### config.mk
export PLATFORM = sky130hd
export DESIGN_NAME = ball_motion
export DESIGN_NICKNAME = d
export VERILOG_FILES = /design/src/rtl/pong_pkg.sv /design/src/rtl/paddle_hit_check.sv /design/src/rtl/ball_motion.sv
export SDC_FILE = /design/constraint.sdc
export NUM_CORES = 1
export LEC_CHECK = 0
export ABC_CLOCK_PERIOD_IN_PS = 8500
export BUFFER_PORTS_ARGS = -buffer_cell sky130_fd_sc_hd__buf_4
export CAP_MARGIN = 40
export CELL_PAD_IN_SITES_DETAIL_PLACEMENT = 0
export CELL_PAD_IN_SITES_GLOBAL_PLACEMENT = 1
export CORE_MARGIN = 5
export CORE_UTILIZATION = 41
export CTS_CLUSTER_DIAMETER = 80
export DETAILED_ROUTE_END_ITERATION = 8
export GPL_ROUTABILITY_DRIVEN = 0
export PLACE_DENSITY_LB_ADDON = 0.15
export SETUP_SLACK_MARGIN = 0.4
export SYNTH_ARGS = -nofsm -noshare
export SYNTH_HDL_FRONTEND = slang
export SYNTH_SLANG_ARGS = --single-unit
### constraint.sdc
create_clock -name clock -period 8.5 [get_ports clock]
set_input_delay 0.85 -clock clock [delete_from_list [all_inputs] [get_ports clock]]
set_output_delay 0.85 -clock clock [all_outputs]
set_load 0.05 [all_outputs]
### src/rtl/pong_pkg.sv
// Shared constants and FSM encoding for the pong ball datapath.
package pong_pkg;

  localparam int SCREEN_W  = 160;
  localparam int SCREEN_H  = 120;
  localparam int BALL_SIZE = 2;

  localparam logic [7:0] CENTRE_X = 8'd79;
  localparam logic [6:0] CENTRE_Y = 7'd59;

  localparam logic [2:0] COL_BLACK = 3'b000;
  localparam logic [2:0] COL_WHITE = 3'b111;

  typedef enum logic [2:0] {
    IDLE,
    DRAW_INIT,
    WAIT,
    ERASE,
    MOVE,
    DRAW
  } state_t;

endpackage

### src/rtl/paddle_hit_check.sv
// Combinational row-overlap test between the ball and one paddle.
module paddle_hit_check #(
  parameter int BALL_SIZE = 2,
  parameter int PADDLE_H  = 16
) (
  input  logic [6:0] ballY,
  input  logic [6:0] paddleY,
  output logic       hit
);

  // Widened to 8 bits so bottom edges near row 127 cannot wrap.
  logic [7:0] ballTop;
  logic [7:0] ballBot;
  logic [7:0] padTop;
  logic [7:0] padBot;

  assign ballTop = {1'b0, ballY};
  assign ballBot = {1'b0, ballY} + 8'(BALL_SIZE - 1);
  assign padTop  = {1'b0, paddleY};
  assign padBot  = {1'b0, paddleY} + 8'(PADDLE_H - 1);
  assign hit     = (ballBot >= padTop) && (ballTop <= padBot);

endmodule

### src/rtl/ball_motion.sv
// Ball position/velocity owner: steps on frame ticks, bounces, scores, and
// sequences erase/draw requests to the 2x2 plotter.
module ball_motion #(
  parameter int SCREEN_W       = pong_pkg::SCREEN_W,
  parameter int SCREEN_H       = pong_pkg::SCREEN_H,
  parameter int BALL_SIZE      = pong_pkg::BALL_SIZE,
  parameter int PADDLE_H       = 16,
  parameter int LEFT_PADDLE_X  = 4,
  parameter int RIGHT_PADDLE_X = 155,
  parameter int SPEED_DIV      = 2
) (
  input  logic       clock,
  input  logic       resetn,
  input  logic       gameStart,
  input  logic       frameTick,
  input  logic [6:0] leftPaddleY,
  input  logic [6:0] rightPaddleY,
  input  logic       drawDone,
  output logic       drawEnable,
  output logic [7:0] xBall,
  output logic [6:0] yBall,
  output logic [2:0] ballColour,
  output logic       scoreLeft,
  output logic       scoreRight
);

  import pong_pkg::*;

  localparam logic [7:0] X_MAX       = 8'(SCREEN_W - BALL_SIZE);
  localparam logic [6:0] Y_MAX       = 7'(SCREEN_H - BALL_SIZE);
  localparam logic [7:0] X_LEFT_HIT  = 8'(LEFT_PADDLE_X + 1);
  localparam logic [7:0] X_RIGHT_HIT = 8'(RIGHT_PADDLE_X - BALL_SIZE);
  localparam logic [3:0] TICK_LAST   = 4'(SPEED_DIV - 1);

  state_t     state;
  state_t     stateNext;
  logic [7:0] x;
  logic [6:0] y;
  logic       dxNeg;
  logic       dyNeg;
  logic [3:0] tickCnt;
  logic       tickPending;

  logic       hitLeft;
  logic       hitRight;
  logic [7:0] xNext;
  logic [6:0] yNext;
  logic       dxNegNext;
  logic       dyNegNext;
  logic       scoreLNext;
  logic       scoreRNext;

  paddle_hit_check #(.BALL_SIZE(BALL_SIZE), .PADDLE_H(PADDLE_H)) u_hit_left (
    .ballY  (y),
    .paddleY(leftPaddleY),
    .hit    (hitLeft)
  );

  paddle_hit_check #(.BALL_SIZE(BALL_SIZE), .PADDLE_H(PADDLE_H)) u_hit_right (
    .ballY  (y),
    .paddleY(rightPaddleY),
    .hit    (hitRight)
  );

  // Candidate move from the current position; committed only in MOVE.
  always_comb begin
    yNext     = dyNeg ? (y - 7'd1) : (y + 7'd1);
    dyNegNext = dyNeg;
    if (dyNeg && (y == 7'd0)) begin
      dyNegNext = 1'b0;
      yNext     = 7'd1;
    end else if (!dyNeg && (y == Y_MAX)) begin
      dyNegNext = 1'b1;
      yNext     = y - 7'd1;
    end

    xNext      = dxNeg ? (x - 8'd1) : (x + 8'd1);
    dxNegNext  = dxNeg;
    scoreLNext = 1'b0;
    scoreRNext = 1'b0;
    if (dxNeg && (x == X_LEFT_HIT) && hitLeft) begin
      dxNegNext = 1'b0;
      xNext     = x + 8'd1;
    end else if (dxNeg && (x == 8'd0)) begin
      scoreRNext = 1'b1;
      xNext      = CENTRE_X;
      yNext      = CENTRE_Y;
      dxNegNext  = 1'b1;
    end else if (!dxNeg && (x == X_RIGHT_HIT) && hitRight) begin
      dxNegNext = 1'b1;
      xNext     = x - 8'd1;
    end else if (!dxNeg && (x == X_MAX)) begin
      scoreLNext = 1'b1;
      xNext      = CENTRE_X;
      yNext      = CENTRE_Y;
      dxNegNext  = 1'b0;
    end
  end

  always_comb begin
    stateNext  = state;
    drawEnable = 1'b0;
    ballColour = COL_BLACK;
    case (state)
      IDLE: if (gameStart) stateNext = DRAW_INIT;
      DRAW_INIT, DRAW: begin
        drawEnable = 1'b1;
        ballColour = COL_WHITE;
        if (drawDone) stateNext = WAIT;
      end
      ERASE: begin
        drawEnable = 1'b1;
        if (drawDone) stateNext = MOVE;
      end
      WAIT: if (tickPending && gameStart) stateNext = ERASE;
      MOVE: stateNext = DRAW;
      default: stateNext = IDLE;
    endcase
  end

  always_ff @(posedge clock) begin
    if (!resetn) begin
      state       <= IDLE;
      x           <= CENTRE_X;
      y           <= CENTRE_Y;
      dxNeg       <= 1'b0;
      dyNeg       <= 1'b0;
      tickCnt     <= 4'd0;
      tickPending <= 1'b0;
      scoreLeft   <= 1'b0;
      scoreRight  <= 1'b0;
    end else begin
      state      <= stateNext;
      scoreLeft  <= (state == MOVE) && scoreLNext;
      scoreRight <= (state == MOVE) && scoreRNext;
      if (state == MOVE) begin
        x     <= xNext;
        y     <= yNext;
        dxNeg <= dxNegNext;
        dyNeg <= dyNegNext;
      end
      // One-deep tick latch: ticks arriving while a move is pending are lost.
      if ((state == WAIT) && tickPending && gameStart) begin
        tickPending <= 1'b0;
      end else if ((state != IDLE) && frameTick && !tickPending) begin
        if (tickCnt == TICK_LAST) begin
          tickCnt     <= 4'd0;
          tickPending <= 1'b1;
        end else begin
          tickCnt <= tickCnt + 4'd1;
        end
      end
    end
  end

  assign xBall = x;
  assign yBall = y;

endmodule

==> impl_metrics.json <==
{
  "min_period_ps": 3440,
  "post_dp_cell_area_um2": 2890,
  "die_x_um": 89.4,
  "rows": 29,
  "peakVddDrop_v": 0.0000664,
  "clock_latency_ps": 280,
  "avgSynthCellArea_um2": 7.71,
  "slew_headroom_pct": 48.5,
  "regToRegEndpoint": "xBall[1]",
  "drive_gt1_share_pct": 14.0,
  "critPathKind": "reg2reg",
  "boundaryPins": 40,
  "initial_core_util_pct": 41.4,
  "internal_power_w": 0.000194,
  "min_from": "tickPending",
  "ys.warnings.count": 0,
  "fp.coreArea_um2": 6240,
  "fmax_mhz": 291,
  "grt_max_degree": 22,
  "setup_viol": 0,
  "outcome": "finished, final reports clean",
  "critPathCaptureType": "flop",
  "hold_end": "tickPending",
  "timing.rr.start": "yBall[2]",
  "slowest_delay_ps": 650,
  "grt_pass1_wl_mm": 10.7,
  "diodes": 0,
  "drt-total-wl_mm": 6.58,
  "htreeDepth": 1,
  "crit_chain": "and3_4 -> nand3_1 -> xnor2_1 -> ha_1 -> a21oi_1 -> nand2_1 -> a2111oi_0 -> or3_1 -> nand2_1 -> a211o_2 -> o2111ai_1",
  "switchingPower_w": 0.0000909,
  "area_growth_pct": 13.9,
  "grt_usage_pct": 16.7,
  "design_area_um2": 2940,
  "crit_fanout": 11,
  "ant_nets": 0,
  "cts_sinks": 27,
  "first_pass_iters": 4,
  "synth_edf_count": 0,
  "synth_cell_types": 50,
  "yosys_most_used_dff": "dfxtp_1",
  "critPathArrivalTime_ps": 3640,
  "via_per_inst": 5.60,
  "ys_seq_area_share_pct": 20.9,
  "worstSetupStartpointType": "flop",
  "drv_cap": 0,
  "fin_ws_ps": 5060,
  "gr-total-overflow": 0,
  "dp_slack_ps": 4920,
  "r2r_cells": 11,
  "sequentialPowerShare_pct": 46.8,
  "clk_pin_slew_ps": 100,
  "syn_area_um2": 2580,
  "min_path_type": "reg2reg",
  "nNetsFinal": 420,
  "ys_ff_latch": 27,
  "reg2reg_slack_ps": 5060,
  "drc": 0,
  "rsz0062_at_grt": "no",
  "finalCritPeriodShare_pct": 40.4,
  "combPwrFrac_pct": 25.4,
  "clockPowerShare_pct": 27.8,
  "fin_worst_hold_slack_ps": 537,
  "synth_nets": 391,
  "slew_viol_final": 0,
  "io_buffers": 39,
  "whs_path_depth": 2,
  "p_per_area_nw_per_um2": 96.8,
  "antenna_found_initial": 0,
  "cts_max_path_buffers": 2,
  "skew_ps": 7.59,
  "vias": 2464,
  "placed_cells_incl_taps": 436,
  "worstMarginPinSlew_ps": 770,
  "p_leak_nw": 1.29,
  "die_y_um": 89.4,
  "ctsHoldBuffers": 0,
  "async_flop_share_pct": 0,
  "clock-root-buffer": "clkbuf_8",
  "wl_per_cell_um": 15.0,
  "post_cts_buffers": 0,
  "crit_slowest_cell": "a2111oi_0",
  "crit_top_cell": "nand2_1",
  "die_area_um2": 7990,
  "fin_tns_setup_ps": 0,
  "grt_pass1_vias": 2271,
  "instances_no_fill": 440,
  "seqCellArea_um2": 541,
  "nFillCells": 662,
  "numCtsBuffers": 3,
  "multi_input_area_um2": 1880,
  "hold_viol": 0,
  "drtIter0Drc": 164,
  "dpl.hpwl_mm": 5.14,
  "sw_frac_of_total_pct": 31.9,
  "worstPathRequired_ps": 8700,
  "synthCells": 335,
  "cts_tree": "built",
  "cts.repair.resized": 0
}
-- power groups by stage --
| stage | registers, W | logic (W) | clock network [W] |
|---|---|---|---|
| finish | 0.000133 | 0.0000724 | 0.0000792 |
| global route | 0.000134 | 0.0000809 | 0.0000856 |
| CTS | 0.000133 | 0.0000732 | 0.0000798 |
| floorplan | 0.000137 | 0.0000497 | 0 |
| detailed placement | 0.000136 | 0.0000728 | 0 |
| global placement | 0.000136 | 0.0000729 | 0 |
-- worst max-delay path, delay by kind of cell (launching register included) --
family          cells  cell delay [ps]
compound gates      4             1250
simple gates        5              870
flops               1              580
xor+xnor            1              330
fa+ha+maj           1              330
-- worst max-delay path by stage --
stage                          end            start  cells past startpoint
after detailed placement  xBall[3]  rightPaddleY[2]                     13
after global placement    xBall[2]  rightPaddleY[2]                     13
after floorplan           xBall[2]         yBall[1]                     11
after global routing      xBall[3]         yBall[1]                     12
final                     xBall[1]         yBall[2]                     11
after CTS                 xBall[1]         yBall[2]                     11
-- registers in the layout, summed over array words and instances (netlist names) --
register and count:
dxNeg 1, scoreLeft 1, state 3, tickCnt 4, dyNeg 1, xBall 8
tickPending 1, scoreRight 1, yBall 7
-- Yosys cell counts (3+ instances only) --
library cell,n,area (um2)
ha_1,37,463
nand2_1,29,109
dfxtp_1,27,541
nor2_1,27,101
inv_1,22,82.6
nand3_1,22,110
a21oi_1,17,85.1
nor3_1,17,85.1
o21ai_0,13,65.1
xnor2_1,12,105
clkbuf_1,10,37.5
xor2_1,8,70.1
nor2b_1,7,43.8
o211ai_1,6,45.0
a31oi_1,5,31.3
mux2i_1,5,50.1
nand4_1,5,31.3
or3_1,5,31.3
nand2b_1,4,25.0
nor4_1,4,25.0
o22ai_1,4,25.0
a211oi_1,3,22.5
a32oi_1,3,26.3
and2_1,3,18.8
and3_1,3,18.8
o31ai_1,3,22.5
-- per-layer routing --
layer,share of wire [%],up-vias,wire length [um],global-route usage (%)
met4,0.61,0,40,2.30
met5,0,-,0,0
met1,50,1122,3300,24.1
li1,-,1281,-,-
met2,45,57,2940,26.7
met3,4.7,4,307,2.86
-- cell usage in the layout (no fill, tap or decap), types with 6 or more instances in the layout --
cell      synthesis  final
nand2_1          29     29
dfxtp_1          27     27
ha_1             37     37
nor2b_1           7      7
inv_1            22     22
xor2_1            8      8
nor2_1           27     27
o21ai_0          13     13
nand3_1          22     22
xnor2_1          12     12
buf_4             2     39
o211ai_1          6      6
nor3_1           17     17
a21oi_1          17     17
-- layout make-up --
cell class	instances	area share [%]
timing repair buffer	39	9.95
sequential	27	18.4
tap	77	3.28
multi-input combinational	271	63.9
clock buffer	3	1.40
clock inverter	1	0.298
inverter	22	2.81
-- stage by stage --
stage               total power [W]  utilization [%]
detailed placement         0.000209             46.3
finish                     0.000285             47.1
global route               0.000300             47.1
floorplan                  0.000187                -
CTS                        0.000286             47.1
global placement           0.000209             46.3
-- logic make-up after synthesis --
group | after synthesis | share of synthesized area [%]
simple gates | 141 | 28.4
buf+inv | 37 | 6.30
fa+ha+maj | 37 | 17.9
mux | 5 | 1.94
flops | 27 | 20.9
compound gates | 68 | 17.7
xor+xnor | 20 | 6.78
Power figures use the tool's default switching activity.
